`src/rtl/rvfi_retire_serializer_if.sv`:
```
// Retirement bus between a multi-issue core's RVFI outputs and a single-channel checker.
// The serializer takes the slave side; the core/checker wrapper takes the master side.
interface rvfi_retire_serializer_if #(
    parameter int unsigned NRET  = 2,
    parameter int unsigned REC_W = 320
);
    logic [NRET-1:0]       in_valid;
    logic [NRET*REC_W-1:0] in_rec;
    logic                  out_valid;
    logic                  out_ready;
    logic [REC_W-1:0]      out_rec;

    modport master (output in_valid, in_rec, out_ready, input out_valid, out_rec);
    modport slave  (input in_valid, in_rec, out_ready, output out_valid, out_rec);
endinterface

```
`src/rtl/rvfi_retire_serializer.sv`:
```
// Funnels up to NRET retirement records per cycle into one record per cycle through a FIFO,
// checking that rvfi_order advances by one and latching a terminal fault on overflow.
module rvfi_retire_serializer #(
    parameter int unsigned NRET    = 2,
    parameter int unsigned XLEN    = 32,
    parameter int unsigned ORDER_W = 8,
    parameter int unsigned DEPTH   = 8
) (
    input  logic                         clk,
    input  logic                         resetn,
    rvfi_retire_serializer_if.slave      bus,
    output logic [$clog2(DEPTH+1)-1:0]   level,
    output logic                         overflow,
    output logic                         order_err,
    output logic [31:0]                  retired
);
    localparam int unsigned REC_W = ORDER_W + 32 + 15 + 1 + 8*XLEN + 2*(XLEN/8);
    localparam int unsigned PTR_W = $clog2(DEPTH);
    localparam int unsigned LVL_W = $clog2(DEPTH + 1);
    localparam int unsigned CNT_W = $clog2(NRET + 1);

    typedef enum logic [1:0] {EMPTY, ACTIVE, FAULT} state_t;

    state_t               state, state_d;
    logic [PTR_W-1:0]     wr_ptr, rd_ptr;
    logic [ORDER_W-1:0]   last_order, last_d;
    logic                 have_base, have_d;
    logic [REC_W-1:0]     mem [DEPTH];

    logic [CNT_W-1:0]     npush;
    logic [PTR_W-1:0]     slot [NRET];
    logic                 pop;
    logic [LVL_W:0]       fill;
    logic                 accept;
    logic                 reject;
    logic                 ord_bad;
    logic [ORDER_W-1:0]   rec_ord;
    logic [LVL_W-1:0]     level_d;

    // Slot assignment, space check and order tracking for this cycle's batch
    always_comb begin
        npush   = '0;
        ord_bad = 1'b0;
        last_d  = last_order;
        have_d  = have_base;
        rec_ord = '0;
        for (int unsigned c = 0; c < NRET; c++) begin
            slot[c] = wr_ptr + PTR_W'(npush);
            if (bus.in_valid[c]) npush = npush + CNT_W'(1);
        end
        pop     = bus.out_valid && bus.out_ready;
        fill    = (LVL_W+1)'(level) - (LVL_W+1)'(pop) + (LVL_W+1)'(npush);
        accept  = (state != FAULT) && (fill <= (LVL_W+1)'(DEPTH));
        reject  = (state != FAULT) && !accept;
        level_d = accept ? LVL_W'(fill) : level - LVL_W'(pop);
        if (accept) begin
            for (int unsigned c = 0; c < NRET; c++) begin
                if (bus.in_valid[c]) begin
                    rec_ord = bus.in_rec[c*REC_W +: ORDER_W];
                    if (have_d && (rec_ord != last_d + ORDER_W'(1))) ord_bad = 1'b1;
                    last_d = rec_ord;
                    have_d = 1'b1;
                end
            end
        end
    end

    // Next-state logic; FAULT holds until reset
    always_comb begin
        state_d = state;
        case (state)
            EMPTY:   if (level_d != '0) state_d = ACTIVE;
            ACTIVE:  if (level_d == '0) state_d = EMPTY;
            FAULT:   state_d = FAULT;
            default: state_d = FAULT;
        endcase
        if (reject) state_d = FAULT;
    end

    always_ff @(posedge clk or negedge resetn) begin
        if (!resetn) state <= EMPTY;
        else         state <= state_d;
    end

    always_ff @(posedge clk or negedge resetn) begin
        if (!resetn) begin
            wr_ptr     <= '0;
            rd_ptr     <= '0;
            level      <= '0;
            overflow   <= 1'b0;
            order_err  <= 1'b0;
            retired    <= '0;
            last_order <= '0;
            have_base  <= 1'b0;
        end else begin
            level     <= level_d;
            rd_ptr    <= rd_ptr + PTR_W'(pop);
            retired   <= retired + 32'(pop);
            overflow  <= overflow | reject;
            order_err <= order_err | ord_bad;
            if (accept) begin
                wr_ptr     <= wr_ptr + PTR_W'(npush);
                last_order <= last_d;
                have_base  <= have_d;
            end
        end
    end

    // Record storage carries no reset; occupancy and pointers define validity
    always_ff @(posedge clk) begin
        for (int unsigned c = 0; c < NRET; c++) begin
            if (accept && bus.in_valid[c]) mem[slot[c]] <= bus.in_rec[c*REC_W +: REC_W];
        end
    end

    assign bus.out_valid = (level != '0) && (state == ACTIVE);
    assign bus.out_rec   = mem[rd_ptr];
endmodule
```
`src/flat_wrapper.sv`:
```
// flat-port wrapper written by rule: the top's interface ports become plain ports
module rvfi_retire_serializer_flat 
#(
    parameter int unsigned NRET    = 2,
    parameter int unsigned XLEN    = 32,
    parameter int unsigned ORDER_W = 8,
    parameter int unsigned DEPTH   = 8
)
  (clk, resetn, level, overflow, order_err, retired, bus_in_valid, bus_in_rec, bus_out_ready, bus_out_valid, bus_out_rec);
  rvfi_retire_serializer_if #(.NRET(NRET)) bus_i ();
  input  logic clk;
  input  logic resetn;
  output logic [$clog2(DEPTH+1)-1:0] level;
  output logic overflow;
  output logic order_err;
  output logic [31:0] retired;
  input wire logic [$bits(bus_i.in_valid)-1:0] bus_in_valid;
  input wire logic [$bits(bus_i.in_rec)-1:0] bus_in_rec;
  input wire logic [$bits(bus_i.out_ready)-1:0] bus_out_ready;
  output wire logic [$bits(bus_i.out_valid)-1:0] bus_out_valid;
  output wire logic [$bits(bus_i.out_rec)-1:0] bus_out_rec;
  assign bus_i.in_valid = bus_in_valid;
  assign bus_i.in_rec = bus_in_rec;
  assign bus_i.out_ready = bus_out_ready;
  assign bus_out_valid = bus_i.out_valid;
  assign bus_out_rec = bus_i.out_rec;
  rvfi_retire_serializer #(.NRET(NRET), .XLEN(XLEN), .ORDER_W(ORDER_W), .DEPTH(DEPTH)) u_core (.clk(clk), .resetn(resetn), .bus(bus_i), .level(level), .overflow(overflow), .order_err(order_err), .retired(retired));
endmodule
```
`config.mk`:
```
export PLATFORM = sky130hd
export DESIGN_NAME = rvfi_retire_serializer_flat
export DESIGN_NICKNAME = d
export VERILOG_FILES = /design/src/rtl/rvfi_retire_serializer_if.sv /design/src/rtl/rvfi_retire_serializer.sv /design/src/flat_wrapper.sv
export SDC_FILE = /design/constraint.sdc
export NUM_CORES = 2
export LEC_CHECK = 0
export BUFFER_PORTS_ARGS = -buffer_cell sky130_fd_sc_hd__buf_2
export CAP_MARGIN = 40
export CORE_MARGIN = 8
export CORE_UTILIZATION = 45
export DETAILED_ROUTE_END_ITERATION = 6
export GPL_TIMING_DRIVEN = 0
export PLACE_DENSITY = 0.6
export SLEW_MARGIN = 20
export SYNTH_ARGS = -nofsm -noshare
export SYNTH_HDL_FRONTEND = slang
export SYNTH_SLANG_ARGS = --single-unit
```
`constraint.sdc`:
```
create_clock -name clk -period 62.6 [get_ports clk]
set_input_delay 12.52 -clock clk [delete_from_list [all_inputs] [get_ports clk]]
set_output_delay 12.52 -clock clk [all_outputs]
set_load 0.1 [all_outputs]
```
==> results.py <==
metrics = {
    "worst_setup_path": {
        "cp_data_required_time_ns": 63.17,
        "cp.arrival_ns": 20.07,
        "rr_worst_depth": 31,
        "worstSetupEndpoint": "u_core.mem[2][146]",
        "cp-end-kind": "register",
        "reg2reg_to": "u_core.mem[2][146]",
        "critPathBufInv": 19,
        "critical_path_class": "input port to register",
        "critical_path.startpoint": "bus_out_ready",
        "cp_max_fo": 10,
        "critical-path-top-delay-family": "buffers and inverters",
        "slowest_stage": "a311oi_2",
        "cp.depth": 29,
        "ff2ff_setup_slack_ns": 53.76,
        "r2r_start": "u_core.level[2]",
        "path_common_cell": "buf_2",
        "startpoint_type": "input port",
        "cp_slowest_stage_delay_ns": 0.63,
    },
    "floorplan": {
        "core_um2": 289900,
        "start_util_pct": 45.06,
        "ios": 1004,
        "die_area_um2": 307700,
        "die_y_um": 554.7,
        "die_w_um": 554.7,
        "rows": 198,
    },
    "route": {
        "routed_wl_um": 416800,
        "wire_per_inst_um": 32.36,
        "vias": 75290,
        "drt_iter0_drc": 6843,
        "firstDrtPassIters": 6,
        "drc_errors": 0,
        "routed_via_density": 5.846,
        "ant_nets": 0,
    },
    "sta": {
        "skew_ns": 0.04845,
        "period_share_pct": 31.15,
        "hold_viol": 0,
        "finalWorstSetupSlack_ns": 43.10,
        "slew_headroom_pct": 38.61,
        "tightest_slew_ns": 0.9208,
        "slew_viol_final": 0,
        "fmax_ghz": 0.05128,
        "period_minus_slack_ns": 19.50,
        "tns_ns": 0,
        "rsz0062_at_grt": "no",
        "setup_viol": 0,
    },
    "finish": {
        "mostFrequentLayoutCells": "mux2_2 (2576), edfxtp_1 (2560), buf_2 (1344)",
        "n_fill_cell": 23320,
        "utilization_pct": 54.02,
        "final_nets": 9369,
        "drive_gt1_share_pct": 63.40,
        "layout_commonest_cell": "mux2_2",
        "area.growth.synth_to_final_pct": 19.88,
        "register_area_um2": 78250,
        "multi_input_area_um2": 50040,
        "fin_cells": 12880,
    },
    "logic_synthesis": {
        "syn-cell-area_um2": 130600,
        "synth_cell_type_count": 57,
        "ys.warnings.count": 0,
        "synthArstFlopShare_pct": 2.103,
        "synth_edf_count": 2560,
        "synth_seq_area_share_pct": 59.91,
        "synth-seq-cells": 2615,
        "syn_inst": 6924,
        "synth_nets": 7589,
        "synth-main-ff-cell": "edfxtp_1",
        "syn_avg_cell_area_um2": 18.86,
    },
    "flow_run": {
        "cap_violations": 0,
    },
    "pwr": {
        "netSwitchingFraction_pct": 21.20,
        "ir_drop_uv": 22.18,
        "p_sw_w": 0.0007992,
        "total_power_w": 0.003770,
        "intPower_w": 0.002970,
        "clock_power_share_pct": 45.1,
        "seq_power_share_pct": 50.9,
        "leakage_nw": 54.66,
        "power.density_nw_per_um2": 24.08,
        "p_comb_share_pct": 4.0,
    },
    "clocking": {
        "post_cts_buffers": 0,
        "worstSkewPairLatency_ns": 0.92,
        "cts-resized-gates": 0,
        "cts_tree": "done",
        "numCtsBuffers": 301,
        "cts-root-buf": "clkbuf_16",
        "hold_buffers": 0,
        "clock_sinks": 2615,
        "clk_path_buf_depth": 4,
        "clk_pin_slew_ns": 0.05,
        "htreeDepth": 5,
    },
    "worst_hold_path": {
        "hp-class": "register to register",
    },
    "place": {
        "dp_hpwl_um": 295900,
        "gp_congestion": 0.7977,
        "place_ws_ns": 42.24,
        "placed_cells": 12190,
        "numPortBuffers": 998,
    },
    "global_routing": {
        "grt_pass1_vias": 78320,
        "track_usage_pct": 26.20,
        "grt_pass1_wl_um": 584400,
        "grt_antenna_before_repair": 298,
        "grt_max_degree": 56,
        "grt_overflow": 0,
    },
    "outcome": {
        "status": "finished clean",
    },
}
[how the worst min path moves through the flow]
| stage | start | to | slack (ns) | cells past startpoint |
|---|---|---|---|---|
| 3_5_place_dp | u_core.retired[31] | u_core.retired[31] | 0.47 | 1 |
| 4_1_cts | u_core.retired[31] | u_core.retired[31] | 0.48 | 1 |
| 6_report | u_core.retired[31] | u_core.retired[31] | 0.48 | 1 |
| 5_1_grt | u_core.retired[31] | u_core.retired[31] | 0.49 | 1 |
| 2_1_floorplan | u_core.have_base | u_core.have_base | 0.47 | 1 |
| 3_3_place_gp | u_core.retired[31] | u_core.retired[31] | 0.46 | 1 |
[per-stage QoR]
stage,hold WS (ns),instance area [µm²]
global placement,0.4601,140400
floorplan,0.4678,130600
finish,0.4788,156600
detailed placement,0.4739,146800
CTS,0.4811,156100
global route,0.4936,156400
[synthesized netlist by cell type, types with 18 or more instances]
library cell / instances / area, µm²
mux4_2: 640 / 14410
xnor2_1: 42 / 367.9
buf_6: 33 / 371.6
buf_1: 74 / 277.8
mux2i_1: 21 / 210.2
edfxtp_1: 2560 / 76870
xor2_1: 19 / 166.4
mux2_2: 2576 / 29010
ha_1: 18 / 225.2
mux2_4: 290 / 4354
clkbuf_1: 172 / 645.6
buf_2: 206 / 1031
nand3_1: 23 / 115.1
dfrtp_1: 55 / 1376
nand2_1: 31 / 116.4
[power by group through the flow]
stage / clock (W) / sequential, W / combinational (W)
after global placement: 0 / 0.00196 / 0.000139
after detailed placement: 0 / 0.00196 / 0.000147
after floorplan: 0 / 0.00196 / 0.0000828
after global routing: 0.00179 / 0.00192 / 0.000163
final: 0.00170 / 0.00192 / 0.000150
after CTS: 0.00173 / 0.00192 / 0.000148
[flip-flops by register name, summed over array words and instances (netlist names)]
| signal | flops |
|---|---|
| u_core.mem | 2560 |
| u_core.have_base | 1 |
| u_core.level | 4 |
| u_core.state | 2 |
| u_core.wr_ptr | 3 |
| u_core.rd_ptr | 3 |
| u_core.retired | 32 |
| u_core.order_err | 1 |
| u_core.overflow | 1 |
| u_core.last_order | 8 |
[cells by family after synthesis]
kind of cell               share of synthesized area, %
muxes                                             36.74
buffers and inverters                             1.847
AOI/OAI and AO/OA                                0.3353
xor gates and xnor gates                         0.4090
and+or+nand+nor                                  0.5547
adders and majority gates                        0.2031
DFF                                               59.91
[worst register-to-register path, delay by kind of cell, from the launching register on]
kind                     cells  cell delay [ns]
AO/OA/AOI/OAI                4             1.28
AND/OR/NAND/NOR              3             0.93
buffers and inverters       19             4.51
XOR/XNOR                     1             0.30
adder cells (fa/ha/maj)      4             1.09
flip-flops                   1             0.40
[metal layers]
metal | vias up | global-route usage, % | part of all wire, %
li1 | 32290 | - | -
met1 | 39160 | 33.69 | 40
met2 | 2861 | 41.65 | 47
met3 | 849 | 8.024 | 9.1
met4 | 134 | 10.51 | 4.3
met5 | - | 0 | 0.20
[final cells by class]
type,count,share of cell area (%)
clock inverter,140,0.7903
timing repair buffer,1477,7.308
tap,3800,3.037
clock buffer,387,5.118
inverter,21,0.05035
buffer,486,1.520
multi-input combinational,3802,31.96
sequential,2615,49.98
antenna,151,0.2413
No activity file was read; power rests on OpenSTA's default activity.
